### config.mk
export PLATFORM = sky130hd
export DESIGN_NAME = shared_resource_unit
export DESIGN_NICKNAME = d
export VERILOG_FILES = /design/src/rtl/shared_resource_unit.sv
export SDC_FILE = /design/constraint.sdc
export NUM_CORES = 1
export LEC_CHECK = 0
export ABC_AREA = 1
export CORE_AREA = 2 2 151 153
export DETAILED_ROUTE_END_ITERATION = 12
export DIE_AREA = 0 0 153 155
export PLACE_DENSITY = 0.73
export SETUP_SLACK_MARGIN = 0.1
export SLEW_MARGIN = 20
export SYNTH_ARGS = -nofsm -noshare
export SYNTH_HDL_FRONTEND = slang
export SYNTH_SLANG_ARGS = --single-unit
### constraint.sdc
create_clock -name clk -period 8.9 [get_ports clk]
set_input_delay 1.78 -clock clk [delete_from_list [all_inputs] [get_ports clk]]
set_output_delay 1.78 -clock clk [all_outputs]
set_load 0.005 [all_outputs]
### src/rtl/shared_resource_unit.sv
// Two-stage (data * MUL_K + ADD_K) compute stage with an output FIFO.
// The FIFO slack lets out_stall come straight from a flop.
module shared_resource_unit #(
    parameter logic [31:0] MUL_K = 32'd3,
    parameter logic [31:0] ADD_K = 32'd5,
    parameter int          DEPTH = 4
) (
    input  logic        clk,
    input  logic        reset,
    input  logic [31:0] in_data,
    input  logic        in_valid,
    input  logic        in_flush,
    input  logic        in_stall,
    output logic [31:0] out_data,
    output logic        out_valid,
    output logic        out_flush,
    output logic        out_stall
);
    localparam int AW = $clog2(DEPTH);
    localparam int CW = AW + 1;

    logic          s1_valid_q, s1_valid_d;
    logic [31:0]   s1_prod_q, s1_prod_d;
    logic          s2_valid_q, s2_valid_d;
    logic [31:0]   s2_sum_q, s2_sum_d;
    logic [AW-1:0] wr_ptr_q, wr_ptr_d;
    logic [AW-1:0] rd_ptr_q, rd_ptr_d;
    logic [CW-1:0] count_q, count_d;
    logic          stall_q, stall_d;
    logic          flush_q, flush_d;
    logic [31:0]   mem_q [DEPTH];

    logic adv;
    logic push;
    logic pop;

    always_comb begin
        adv  = !stall_q;
        push = adv && s2_valid_q;
        pop  = (count_q != '0) && !in_stall;

        s1_valid_d = s1_valid_q;
        s1_prod_d  = s1_prod_q;
        s2_valid_d = s2_valid_q;
        s2_sum_d   = s2_sum_q;
        if (adv) begin
            s1_valid_d = in_valid;
            s1_prod_d  = in_data * MUL_K;
            s2_valid_d = s1_valid_q;
            s2_sum_d   = s1_prod_q + ADD_K;
        end

        wr_ptr_d = wr_ptr_q + AW'(push);
        rd_ptr_d = rd_ptr_q + AW'(pop);
        count_d  = count_q + CW'(push) - CW'(pop);
        // Stall one entry early so nothing pushed after the stall decision can overflow.
        stall_d  = (count_d >= CW'(DEPTH - 1));
        flush_d  = 1'b0;

        if (in_flush) begin
            s1_valid_d = 1'b0;
            s2_valid_d = 1'b0;
            wr_ptr_d   = '0;
            rd_ptr_d   = '0;
            count_d    = '0;
            stall_d    = 1'b0;
            flush_d    = 1'b1;
        end
    end

    always_ff @(posedge clk) begin
        if (reset) begin
            s1_valid_q <= 1'b0;
            s1_prod_q  <= '0;
            s2_valid_q <= 1'b0;
            s2_sum_q   <= '0;
            wr_ptr_q   <= '0;
            rd_ptr_q   <= '0;
            count_q    <= '0;
            stall_q    <= 1'b0;
            flush_q    <= 1'b0;
        end else begin
            s1_valid_q <= s1_valid_d;
            s1_prod_q  <= s1_prod_d;
            s2_valid_q <= s2_valid_d;
            s2_sum_q   <= s2_sum_d;
            wr_ptr_q   <= wr_ptr_d;
            rd_ptr_q   <= rd_ptr_d;
            count_q    <= count_d;
            stall_q    <= stall_d;
            flush_q    <= flush_d;
        end
    end

    // Storage needs no reset: the count alone decides which entries are live.
    always_ff @(posedge clk) begin
        if (push && !in_flush && !reset) begin
            mem_q[wr_ptr_q] <= s2_sum_q;
        end
    end

    assign out_valid = (count_q != '0);
    assign out_data  = out_valid ? mem_q[rd_ptr_q] : 32'd0;
    assign out_stall = stall_q;
    assign out_flush = flush_q;
endmodule
[Word level (Yosys, flattened, before mapping)]
Memory sizes are Yosys's and may differ from the RTL's. A register that Yosys moved wholly into a read port is not among the register bits.
Index checks and enable logic that the tools add are counted.
Storage, ports and cells
  input port bits: 37
  bits in registers: 75
  memory bits (writable): 128
  word-level logic and storage cells: 32
  output and inout bits: 35
  ROM bits: 0
  memories: 1
  latch bits: 0
Memory list
  mem_q: words 4, width 32, rd ports 1, clocked after memory_dff 1, wr ports 1, RTL line 31  | logic [31:0] mem_q [DEPTH];
Operators by class
  $add $sub $neg: 5
  bitwise gates (word level): 0
  mux-type cells: 5
  shifts and indexed selects: 0
  eq/ne operators: 0
  order comparisons: 1
  div/mod/pow operators: 0
  reduce and logical (&&, ||, !) cells: 10
  $mul: 1
Operators by type and width (number)
  adder 32 x 3 -> 32 bit, second input constant: 1
  multiplier 32 x 2 -> 32 bit, second input constant: 1
  two-way mux 32 bit: 1
  adder 2 x 1 -> 2 bit: 2
  logical AND 1 bit: 4
  logical NOT 1 bit: 4
  adder 3 x 1 -> 3 bit: 1
  greater-or-equal comparator 3 x 2 -> 1 bit, second input constant: 1
  two-way mux 1 bit: 3
  nonzero test 3 bit: 1
  subtractor 3 x 1 -> 3 bit: 1
  two-way mux 2 bit: 1
  OR reduction 2 bit: 1

[Depth between registers and ports, before layout]
  depth after elaboration: 6
  mapped depth: 13
  depth with buffers taken out: 13

[Worst setup path before layout]
OpenSTA, ideal clock, no wires.
  path type: input-to-reg
  from: in reset
  to: mem mem_q[0][0], enable pin
  setup time: 0.461 ns
  path slack: 4.018 ns
  stages: 4
  required time: 8.439 ns
  path buffers: 1
  data arrival time: 4.420 ns
  cells stage by stage: clkbuf_1 > nor2_1 > nand2_1 > nor3_1
Between the ends
  longest elaborated chain between the ends: 4
Ends and longest elaborated chain
  start, declared: RTL line 9  | input logic reset,
  logical NOT 1 bit: RTL line 97  | if (push && !in_flush && !reset) begin
  logical AND 1 bit: RTL line 97
  two-way mux 1 bit: RTL line 97
  two-way mux 1 bit (not written as such): RTL line 98  | mem_q[wr_ptr_q] <= s2_sum_q;
  end, declared: RTL line 31
No other way between the ends.

==> metrics list <==
- Run status: complete, no violations
- Counting every sink on the clock net gives 203.
- At the placement stage, the worst setup path has a slack of 4.847 ns.
- 0 antenna diodes ended up in the layout.
- Crit Path Category: flip-flop to output port
* Drt pass-1 iters: 5
- Share of post-route cells with drive strength above 1: 4.648%
- After clock tree synthesis, the clock-pin slew on the worst setup and hold paths is 0.07 ns.
* Number of pins exceeding their max-slew limit in the final report: 0
- DRC violations left: 0
- Hold Vio Cnt, Final: 0
- Number of nets with antenna violations after detailed routing: 0
- Clock Path Buffers: 3
- A synthesized cell averages 7.785 µm².
* Filler-free cell count of the finished design: 1,748
- The routed design has 24.67 mm of wire.
- Adding up every negative setup slack in the final design gives 0 ns.
* Overflow after GRT: 0
- Count of hold buffers inserted by post-cts repair: 0
- Detailed routing inserted a total of 8,762 vias.
- IR analysis of the VDD net gives a maximum drop of 129.5 µV.
- Initial antenna violation count: 0
* Max Clock Skew: 0.009570 ns
* Total placed instance area: 0.01183 mm²
- In the final design database the tool counted 1,523 nets.
- Part of the total power dissipated in the clock network: 37.2%
- Max stage delay cell, worst path: clkdlybuf4s50_1
- Number of cell rows: 55
- The clock period could shrink to 4.397 ns.
- Cell count after synthesis: 1,394
* Root buffer cell: clkbuf_16
- Number of levels in the clock H-tree: 1
- Req. time, crit path: 7.12 ns
- Achievable clock frequency: 227.4 MHz
- CTS tree: yes
- The worst setup path is captured at an output port.
- Post-DP HPWL: 17.39 mm
* Quantity of I/O buffers inserted on ports: 71
- The congestion estimate from routability-driven global placement came to 0.9419.
- Number of placed instances with taps included: 1,715
- Dividing the final minimum period by the clock period gives 49.40%.
- Overall routing resource usage: 21.06%
- Hold_ws: 0.4828 ns
- # Post-CTS Setup Buffers: 0
- Setup repair after global routing left no endpoint under its margin.
- Relative to the synthesized area, the layout overhead comes to 14.73%.
* Proportion of synthesized chip area in sequential cells: 49.25%
- Switching power as a share of total power: 25.37%
* Min-Delay Path Class: flip-flop to flip-flop
* Sequential fraction of design power: 50.6%
- Transition time at the pin with the least slew margin: 0.9323 ns
- Together, buffers and inverters on the worst path number 3.
- Post-synthesis instance area: 0.01085 mm²
- Combinational logic is responsible for 12.2% of the overall power.
- Of all nets on the critical path, the largest fanout is 33.
- For this block, the initial DRC count from the detailed router was 526.
* Total clock buffers created by CTS: 19
- Final setup violating endpoints: 0
- In the routed layout, each cell is associated on average with a via count of 5.013.
* Net Sw Power: 0.0005473 W
- The Yosys step of the flow raised 0 warnings.
* Worst setup margin: 4.503 ns
- The total area inside the core boundary comes to 0.02223 mm².
- Net count after synthesis: 1,466
- Once layout is done, the placed cells without fillers occupy 0.01245 mm².
- Top delay family on crit path: buffers and inverters
- The worst setup path is launched from a flip-flop.
* Number of global-route vias before repair: 8,312
* Resized cells post-CTS: 0
- In this design, the stage delay of the slowest critical-path cell is 0.52 ns.
* First-pass GRT wire length: 41.21 mm
- Die area: 0.02372 mm²
* Internal power component: 0.001610 W
* Power density over the cells: 173.3 mW/mm²
- Dividing the detail-routed wire length by the instance count gives 14.11 µm.
- I/O pin count: 72
* Initial Utilization: 48.83%
- At the later pin of the worst-skew pair, clock insertion delay measures 0.47 ns.
- Register bit count reported by yosys: 203
* P_leak: 5.762 nW
- From left edge to right edge, the die measures 153 µm.
- The critical path goes through buf_4, inv_2, nor2_1, o21ai_0, a21oi_1, clkdlybuf4s50_1.
* Remaining max-slew budget at the tightest pin: 37.76%
- Maximum number of pins on one net before global-route repair: 73
- The tool flagged a number of max-cap violations equal to 0.
- In this run, distinct cell masters in the synthesized netlist total 37.
- Data arrival at the endpoint of the critical path: 2.62 ns
* Floorplan die height: 155 µm
-- cells in the mapped netlist --
cell	instances	area [µm²]
a21o_1	2	15.01
a21oi_1	82	410.4
a21oi_2	1	8.760
and2_1	2	12.51
buf_1	11	41.29
buf_2	5	25.02
clkbuf_1	28	105.1
clkbuf_8	1	13.76
clkinv_1	1	3.750
dfxtp_1	75	1501
edfxtp_1	128	3844
fa_1	2	40.04
ha_1	33	412.9
inv_1	209	784.5
inv_2	5	18.77
nand2_1	286	1074
nand2_2	1	6.260
nand2_4	2	22.52
nand3_1	70	350.3
nand3_2	1	10.01
nand3b_1	1	7.510
nand4_1	11	68.82
nor2_1	257	964.7
nor2_2	4	25.02
nor2_4	2	22.52
nor3_1	15	75.07
nor3_2	1	10.01
nor3_4	2	32.53
nor4_1	1	6.260
nor4_2	1	12.51
o211ai_1	5	37.54
o21ai_0	102	510.5
o21ai_1	7	35.03
o21bai_1	2	15.01
or2_1	1	6.260
xnor2_1	6	52.55
xor2_1	31	271.5
-- per-layer routing --
| layer | up-vias | track usage, % | wire length, µm |
|---|---|---|---|
| met2 | 193 | 36.22 | 11810 |
| met3 | 30 | 1.838 | 963 |
| met4 | 0 | 5.688 | 511 |
| met1 | 3966 | 28.87 | 11390 |
| met5 | - | 0 | 0 |
| li1 | 4573 | - | - |
-- layout make-up --
cell class	instances	area, µm²
clock buffer	23	500.5
clock inverter	10	117.6
fill	2038	9776
inverter	215	807.0
multi-input combinational	931	4542
sequential	203	5348
tap	285	356.6
timing repair buffer	81	780.7
-- tightest hold or removal path: stages (launching register included) --
cell and delay, ns:
dfxtp_1 0.31, nand2_1 0.07, a21oi_1 0.06
-- placed cells by master, fill, tap and decap left out, types with 19 or more instances in the layout --
cell type	n
nand2_1	286
nor2_1	257
inv_1	208
edfxtp_1	128
o21ai_0	102
a21oi_1	82
dfxtp_1	73
nand3_1	70
clkdlybuf4s50_1	70
ha_1	33
xor2_1	31
clkbuf_16	19
-- power by group through the flow --
stage | clock network, W | logic [W] | registers [W]
5_1_grt | 0.000854 | 0.000306 | 0.00110
2_1_floorplan | 0 | 0.000188 | 0.00109
4_1_cts | 0.000817 | 0.000265 | 0.00109
3_5_place_dp | 0 | 0.000263 | 0.00111
6_report | 0.000803 | 0.000263 | 0.00109
3_3_place_gp | 0 | 0.000261 | 0.00111
-- state kept, by name, indices dropped and copies added, names as in the netlist, 2 cells and up --
| name | cells |
|---|---|
| mem_q | 128 |
| wr_ptr_q | 2 |
| rd_ptr_q | 2 |
| s2_sum_q | 32 |
| count_q | 3 |
| s1_prod_q | 32 |
-- stage by stage --
step                power, W  util [%]
finish              0.002157     56.02
global route        0.002256     56.02
CTS                 0.002172     56.02
detailed placement  0.001374     53.24
global placement    0.001368     53.24
floorplan           0.001280         -
-- worst paths after layout --
check	start	to	slack [ns]	cells after the start
max reg2reg	count_q[1]	out_stall	6.51	11
min reg2reg	s1_valid_q	s1_valid_q	0.48	2
max	rd_ptr_q[1]	out_data[19]	4.50	6
min	s1_valid_q	s1_valid_q	0.48	2
-- cells by family (layout without fill, tap and decap cells) --
kind of cell | after synthesis | after routing | share of synthesized area, %
AND/OR/NAND/NOR | 658 | 658 | 24.94
buffers and inverters | 260 | 329 | 9.142
flip-flops | 203 | 203 | 49.25
AO/OA/AOI/OAI | 201 | 201 | 9.511
XOR/XNOR | 37 | 37 | 2.986
adder cells (fa/ha/maj) | 35 | 35 | 4.173
Note: power is estimated with default switching activity, not from simulation.
